File: src/rtl/spi_slave.sv
// Byte-wide SPI peripheral that oversamples sclk/mosi/ss_n in the clk domain.
// Supports all four CPOL/CPHA modes and uses a one-deep TX holding buffer.
module spi_slave #(
  parameter int                SYNC_STAGES = 2,
  parameter int                DATA_W      = 8,
  parameter logic [DATA_W-1:0] IDLE_FILL   = 8'hFF
) (
  input  logic              clk,
  input  logic              reset,
  input  logic              cpol,
  input  logic              cpha,
  input  logic              ss_n,
  input  logic              sclk,
  input  logic              mosi,
  output logic              miso,
  output logic              miso_oe,
  input  logic [DATA_W-1:0] tx_data,
  input  logic              tx_load,
  output logic              tx_ready,
  output logic [DATA_W-1:0] rx_data,
  output logic              rx_valid,
  output logic              busy,
  output logic              underrun
);

  localparam int CW = $clog2(DATA_W + 1);

  typedef enum logic {IDLE, ACTIVE} state_t;

  state_t                 state, state_n;
  logic [SYNC_STAGES-1:0] sclk_sync, mosi_sync, ss_sync;
  logic                   sclk_s, mosi_s, ss_s, sclk_prev, ss_prev;
  logic                   lead_edge, trail_edge, sample_edge, shift_edge;
  logic                   ss_fall, ss_rise;
  logic [CW-1:0]          bit_cnt, bit_cnt_n;
  logic                   word_done, word_done_n;
  logic [DATA_W-1:0]      tx_shift, tx_shift_n, rx_shift, rx_shift_n;
  logic [DATA_W-1:0]      rx_data_n, buf_data, buf_data_n;
  logic                   buf_full, buf_full_n;
  logic                   rx_valid_n, miso_n, miso_oe_n, underrun_n;
  logic                   consume, use_fill;

  assign sclk_s = sclk_sync[SYNC_STAGES-1];
  assign mosi_s = mosi_sync[SYNC_STAGES-1];
  assign ss_s   = ss_sync[SYNC_STAGES-1];

  always_ff @(posedge clk or posedge reset) begin
    if (reset) begin
      sclk_sync <= '0;
      mosi_sync <= '0;
      ss_sync   <= '1;
      sclk_prev <= 1'b0;
      ss_prev   <= 1'b1;
    end else begin
      sclk_sync <= {sclk_sync[SYNC_STAGES-2:0], sclk};
      mosi_sync <= {mosi_sync[SYNC_STAGES-2:0], mosi};
      ss_sync   <= {ss_sync[SYNC_STAGES-2:0], ss_n};
      sclk_prev <= sclk_s;
      ss_prev   <= ss_s;
    end
  end

  // Leading edge leaves the idle level, trailing edge returns to it.
  assign lead_edge   = (sclk_s != sclk_prev) && (sclk_s != cpol);
  assign trail_edge  = (sclk_s != sclk_prev) && (sclk_s == cpol);
  assign sample_edge = cpha ? trail_edge : lead_edge;
  assign shift_edge  = cpha ? lead_edge  : trail_edge;
  assign ss_fall     = ss_prev & ~ss_s;
  assign ss_rise     = ~ss_prev & ss_s;

  always_comb begin
    state_n     = state;
    bit_cnt_n   = bit_cnt;
    word_done_n = word_done;
    tx_shift_n  = tx_shift;
    rx_shift_n  = rx_shift;
    rx_data_n   = rx_data;
    rx_valid_n  = 1'b0;
    miso_oe_n   = miso_oe;
    buf_data_n  = buf_data;
    buf_full_n  = buf_full;
    underrun_n  = underrun;
    consume     = 1'b0;
    use_fill    = 1'b0;

    unique case (state)
      IDLE: begin
        if (ss_fall) begin
          state_n     = ACTIVE;
          tx_shift_n  = buf_full ? buf_data : IDLE_FILL;
          consume     = buf_full;
          use_fill    = ~buf_full;
          bit_cnt_n   = '0;
          word_done_n = 1'b0;
          miso_oe_n   = 1'b1;
        end
      end
      ACTIVE: begin
        // A full count is retired one cycle after the last sample edge.
        if (bit_cnt == CW'(DATA_W)) begin
          rx_data_n   = rx_shift;
          rx_valid_n  = 1'b1;
          bit_cnt_n   = '0;
          word_done_n = 1'b1;
        end else if (sample_edge) begin
          rx_shift_n = {rx_shift[DATA_W-2:0], mosi_s};
          bit_cnt_n  = bit_cnt + CW'(1);
        end
        if (shift_edge && !ss_rise) begin
          if (bit_cnt != '0) begin
            tx_shift_n = tx_shift << 1;
          end else if (word_done) begin
            tx_shift_n  = buf_full ? buf_data : IDLE_FILL;
            consume     = buf_full;
            use_fill    = ~buf_full;
            word_done_n = 1'b0;
          end
        end
      end
      default: state_n = IDLE;
    endcase

    if (ss_rise) begin
      state_n     = IDLE;
      bit_cnt_n   = '0;
      word_done_n = 1'b0;
      miso_oe_n   = 1'b0;
    end

    if (consume) buf_full_n = 1'b0;
    if (tx_load) begin
      underrun_n = 1'b0;
      if (!buf_full) begin
        buf_data_n = tx_data;
        buf_full_n = 1'b1;
      end
    end
    if (use_fill) underrun_n = 1'b1;

    miso_n = (state_n == ACTIVE) ? tx_shift_n[DATA_W-1] : 1'b1;
  end

  always_ff @(posedge clk or posedge reset) begin
    if (reset) begin
      state     <= IDLE;
      bit_cnt   <= '0;
      word_done <= 1'b0;
      tx_shift  <= '0;
      rx_shift  <= '0;
      rx_data   <= '0;
      rx_valid  <= 1'b0;
      miso      <= 1'b1;
      miso_oe   <= 1'b0;
      buf_data  <= '0;
      buf_full  <= 1'b0;
      underrun  <= 1'b0;
    end else begin
      state     <= state_n;
      bit_cnt   <= bit_cnt_n;
      word_done <= word_done_n;
      tx_shift  <= tx_shift_n;
      rx_shift  <= rx_shift_n;
      rx_data   <= rx_data_n;
      rx_valid  <= rx_valid_n;
      miso      <= miso_n;
      miso_oe   <= miso_oe_n;
      buf_data  <= buf_data_n;
      buf_full  <= buf_full_n;
      underrun  <= underrun_n;
    end
  end

  assign busy     = (state == ACTIVE);
  assign tx_ready = ~buf_full;

endmodule
File: config.mk
export PLATFORM = sky130hd
export DESIGN_NAME = spi_slave
export DESIGN_NICKNAME = d
export VERILOG_FILES = /design/src/rtl/spi_slave.sv
export SDC_FILE = /design/constraint.sdc
export NUM_CORES = 1
export LEC_CHECK = 0
export CORE_UTILIZATION = 54
export CTS_BUF_LIST = sky130_fd_sc_hd__clkbuf_16
export DETAILED_ROUTE_END_ITERATION = 10
export GPL_TIMING_DRIVEN = 0
export PLACE_DENSITY_LB_ADDON = 0.1
export SLEW_MARGIN = 20
export SYNTH_ARGS = -nofsm -noshare
export SYNTH_HDL_FRONTEND = slang
export SYNTH_SLANG_ARGS = --single-unit
File: constraint.sdc
create_clock -name clk -period 2.9 [get_ports clk]
set_clock_uncertainty 0.2 [all_clocks]
set_input_delay 0.29 -clock clk [delete_from_list [all_inputs] [get_ports clk]]
set_output_delay 0.29 -clock clk [all_outputs]
set_load 0.01 [all_outputs]
-- Yosys cells after proc, flatten, opt, wreduce, memory -nomap -nowiden
Index checks and enable logic that the tools add are counted.
- reduce and logical (&&, ||, !) cells: 13
- bitwise operators: 7
- eq/ne operators: 10
- mux-type cells: 44
- add/subtract/negate cells: 1
- operators with widths (kind ; number):
    8-bit 2-to-1 mux ; 5
    1-bit 2-to-1 mux ; 30
    4-bit 2-to-1 mux ; 4
    8-bit case mux with 2 select lines ; 1
    4-bit case mux with 2 select lines ; 1
    2-bit AND reduction ; 4
    1-bit case mux with 2 select lines ; 3
    3-bit AND reduction ; 2
    1-bit inverter ; 5
    4-bit by 1-bit adder with 4-bit output (second input constant) ; 1
    4-bit equality test (second input constant) ; 1
    2-bit by 1-bit != test with 1-bit output (second input constant) ; 2
    4-bit by 1-bit != test with 1-bit output (second input constant) ; 1
    2-bit nonzero test ; 2
    4-bit nonzero test ; 1
    1-bit logical AND ; 3
    3-bit by 1-bit != test with 1-bit output (second input constant) ; 1
    3-bit != test (second input constant) ; 1
    1-bit AND ; 2
    1-bit != test ; 2
    2-bit != test (second input constant) ; 1
    1-bit equality test ; 1
    1-bit logical NOT ; 1
- flip-flop bits (word level): 51
- logic and storage cells: 93

-- Longest topological paths before layout
- depth after elaboration: 9
- depth in mapped cells: 7

-- Worst setup path before layout
Ideal clock, no wire load.
- path type: reg2reg
- from: reg ss_prev
- to: reg tx_shift[1]
- cell stages (with the launch flop): 7
- slack: 786 ps
- required time: 2574 ps
- clock period less this slack: 2114 ps
- setup time: 126 ps
- arrival time: 1788 ps
- path through: dfstp_2 inv_1 ha_1 and4bb_2 mux2i_2 o21ba_4 a221o_1
- longest elaborated chain between the ends: 6
- ends and longest elaborated chain (item ; RTL line ; text):
    start, declared ; 32 ; logic sclk_s, mosi_s, ss_s, sclk_prev, ss_prev;
    start signal, assigned ; 59 ; ss_prev <= ss_s;
    1-bit inverter ; 69 ; assign ss_rise = ~ss_prev & ss_s;
    1-bit AND ; 69 ;
    1-bit logical NOT ; 109 ; if (shift_edge && !ss_rise) begin
    1-bit logical AND ; 109 ;
    2-bit by 1-bit != test with 1-bit output (no source line) ; - ;
    3-bit AND reduction (no source line) * ; - ;
    end signal, assigned ; 161 ; tx_shift <= tx_shift_n;
    end, declared ; 37 ; logic [DATA_W-1:0] tx_shift, tx_shift_n, rx_shift, rx_shift_n;
Mark *: on every way between the ends. The rest lies on a longest branch, timed or not.
A chain may end at the register's enable or synchronous reset.

-- Final worst setup path
Same ends and word-level chain as after synthesis.

==> results.md <==
- PortBufs: 29
- Net Count, Synth: 201
- Row cnt: 23
- Clk slew on worst S/H paths: 60 ps
- Commonest cells post-synth: dfrtp_1, mux2_2, nor2_1
- Int Pwr: 0.00155 W
- P_sw: 0.000554 W
- Count leader, synth: dfrtp_1
- Global placer's final weighted congestion: 0.801
- Fin crit period: 2270 ps
- Initial antenna violation count: 0
- Vias in the first global route: 1583
- VDD IR max: 0.000615 V
- TNS Setup: 0 ps
- Crit path capture type: register
- Inserted Diodes: 0
- Outcome: finished clean
- Clock power frac: 0.302
- Tot GR Track Use: 0.215
- Final net count: 238
- TritonCTS buffer count: 5
- Longest Clk Path Bufs: 2
- # hold bufs at CTS: 0
- Synthesis Warnings: 0
- Die area: 0.00444 sq mm
- PostCTS Resize Cnt: 0
- Req. time, crit path: 2860 ps
- Max Slew Vio Count: 0
- Ys flop type: dfrtp_1
- Final number of setup-violating endpoints: 0
- Area occupied by multi-input gates: 903 sq um
- I/O pins: 30
- Register area: 0.00128 sq mm
- Combinational power share: 0.222
- Non-filler cells, final: 269
- MaxCap Viol Count: 0
- Via count: 1514
- Drt wl/cell: 15.1 um
- Synthesized area: 0.00225 sq mm
- Largest net degree at the start of global routing: 30
- Static leakage: 1.24 nW
- Register bit total from synthesis: 51
- Period utilisation layout: 0.783
- Power per standard cell area: 755 mW/mm^2
- Die width: 66.6 um
- DRT antenna net count: 0
- Routed vias/inst: 5.63
- Final hold violation count: 0
- Synth cell types: 37
- Worst Hold Class: primary input to async pin
- Max FO, Critical Path: 8
- Die Ht: 66.6 um
- Sequential area share after synthesis: 0.568
- Net Sw Frac: 0.263
- WL final: 4070 um
- Post-Place Worst Slack: 448 ps
- Synth top area cells: dfrtp_1, mux2_2, dfstp_2, a221o_1, nor2_1
- Tot Pwr: 0.00211 W
- Starting DRT DRC Count: 45
- Tightest Pin Transition: 591 ps
- CTS tree: built
- Rel. slew slack: 0.594
- Final WS setup: 629 ps
- Worst-skew pair later-pin latency: 280 ps
- Hold WS: 147 ps
- Residual DRC: 0
- Layout cell share with drive strength beyond 1: 0.224
- Startpoint types: register
- WS Path Type: register to register
- Mapped Avg Cell Area: 12.5 sq um
- Crit-path cells: inv_1 -> ha_1 -> and4bb_2 -> mux2i_2 -> o21ba_4 -> a221o_1
- Flop pwr share: 0.476
- EDFF count, synth: 0
- CP max stage delay: 530 ps
- Placed insts: 261
- Share of the synthesized area in the top cell type: 0.522
- Starting density of the core: 0.564
- Post-CTS repair timing setup buffer count: 0
- Root Buffer: clkbuf_16
- Synth-to-Final Area Change: 23.8%
- Flop2flop setup slack: 630 ps
- Async SR Flop Fraction: 1.00
- CTS Sinks: 51
- Post-DP HPWL: 2930 um
- F_max: 0.440 GHz
- Arr. time, crit path: 2240 ps
- Drt first pass iters: 4
- RSZ-0062 raised after global routing: no
- Largest area contributor in the netlist: dfrtp_1
- Core box area: 0.00400 sq mm
- Post-Syn Instances: 181
- Fillcell total: 305
- Htree depth: 2
- First-pass GRT wire length: 7020 um
- Slowest CP cell: dfstp_2
- Gr ovfl total: 0
-- cells in the final DEF, fill, tap and decap left out, types with 3 or more instances in the layout --
| cell type | netlist | routed |
|---|---|---|
| dfrtp_1 | 47 | 47 |
| clkdlybuf4s50_1 | 0 | 29 |
| mux2_2 | 26 | 26 |
| nor2_1 | 15 | 15 |
| inv_1 | 12 | 11 |
| nor2b_1 | 7 | 7 |
| nand2b_1 | 6 | 6 |
| a22oi_1 | 6 | 6 |
| a221o_1 | 6 | 6 |
| nand2_1 | 5 | 5 |
| clkbuf_16 | 0 | 5 |
| a21oi_1 | 4 | 4 |
| o21ai_0 | 4 | 4 |
| ha_1 | 4 | 4 |
| dfstp_2 | 4 | 4 |
| mux2i_1 | 3 | 3 |
| clkbuf_1 | 3 | 3 |
-- per-layer routing --
layer	vias up	wire, um	GRT usage
met5	-	0	0
li1	709	-	-
met2	37	2100	0.367
met1	758	1730	0.256
met4	0	95	0.0931
met3	10	150	0.0497
-- power groups by stage --
| stage | Clock [W] | Combinational [W] | Sequential (W) |
|---|---|---|---|
| global placement | 0 | 0.000444 | 0.000996 |
| global route | 0.000677 | 0.000520 | 0.00103 |
| finish | 0.000636 | 0.000468 | 0.00100 |
| floorplan | 0 | 0.000345 | 0.000979 |
| detailed placement | 0 | 0.000470 | 0.00102 |
| CTS | 0.000648 | 0.000474 | 0.00100 |
-- metrics by stage --
stage / cell area (sq um) / utilization
after floorplan: 2250 / -
after global placement: 2610 / 0.652
after detailed placement: 2630 / 0.657
after CTS: 2790 / 0.698
after global routing: 2790 / 0.698
final: 2790 / 0.698
-- kinds of logic after synthesis --
group,Yosys count,synth area share
multiplexers,30,0.149
buffers and inverters,18,0.0311
AND/OR/NAND/NOR,47,0.120
AO/OA/AOI/OAI,30,0.102
flip-flops,51,0.568
adder cells (fa/ha/maj),4,0.0222
XOR/XNOR,1,0.00722
-- sequential cells by signal (all words and copies together), names as in the netlist --
name and cells:
mosi_sync 2, word_done 1, bit_cnt 4, ss_prev 1, busy 1, sclk_sync 2, buf_data 8, tx_shift 8
rx_valid 1, rx_data 8, miso 1, underrun 1, rx_shift 8, sclk_prev 1, ss_sync 2, miso_oe 1
buf_full 1
-- critical path, delay by kind of cell, from the launching register on --
kind / cells / cell delay (ps)
flip-flops: 1 / 530
adder cells (fa/ha/maj): 1 / 250
multiplexers: 1 / 160
buffers and inverters: 1 / 40
AND/OR/NAND/NOR: 1 / 340
AO/OA/AOI/OAI: 2 / 640
-- final timing paths --
path,from,endpoint,depth (start not counted)
hold / removal,reset,buf_data[0],2
setup / recovery,ss_prev,tx_shift[1],6
min in group clk,ss_sync[0],ss_sync[1],0
max in group asynchronous,reset,ss_sync[0],3
setup reg to reg,ss_prev,tx_shift[1],6
hold reg to reg,ss_sync[0],ss_sync[1],0
-- final cells by class --
class,instances,area share
buffer,6,0.00896
clock buffer,5,0.0448
clock inverter,3,0.0139
inverter,12,0.0161
multi-input combinational,112,0.324
sequential,51,0.459
tap,50,0.0224
timing repair buffer,30,0.111
Power figures use the tool's default switching activity.
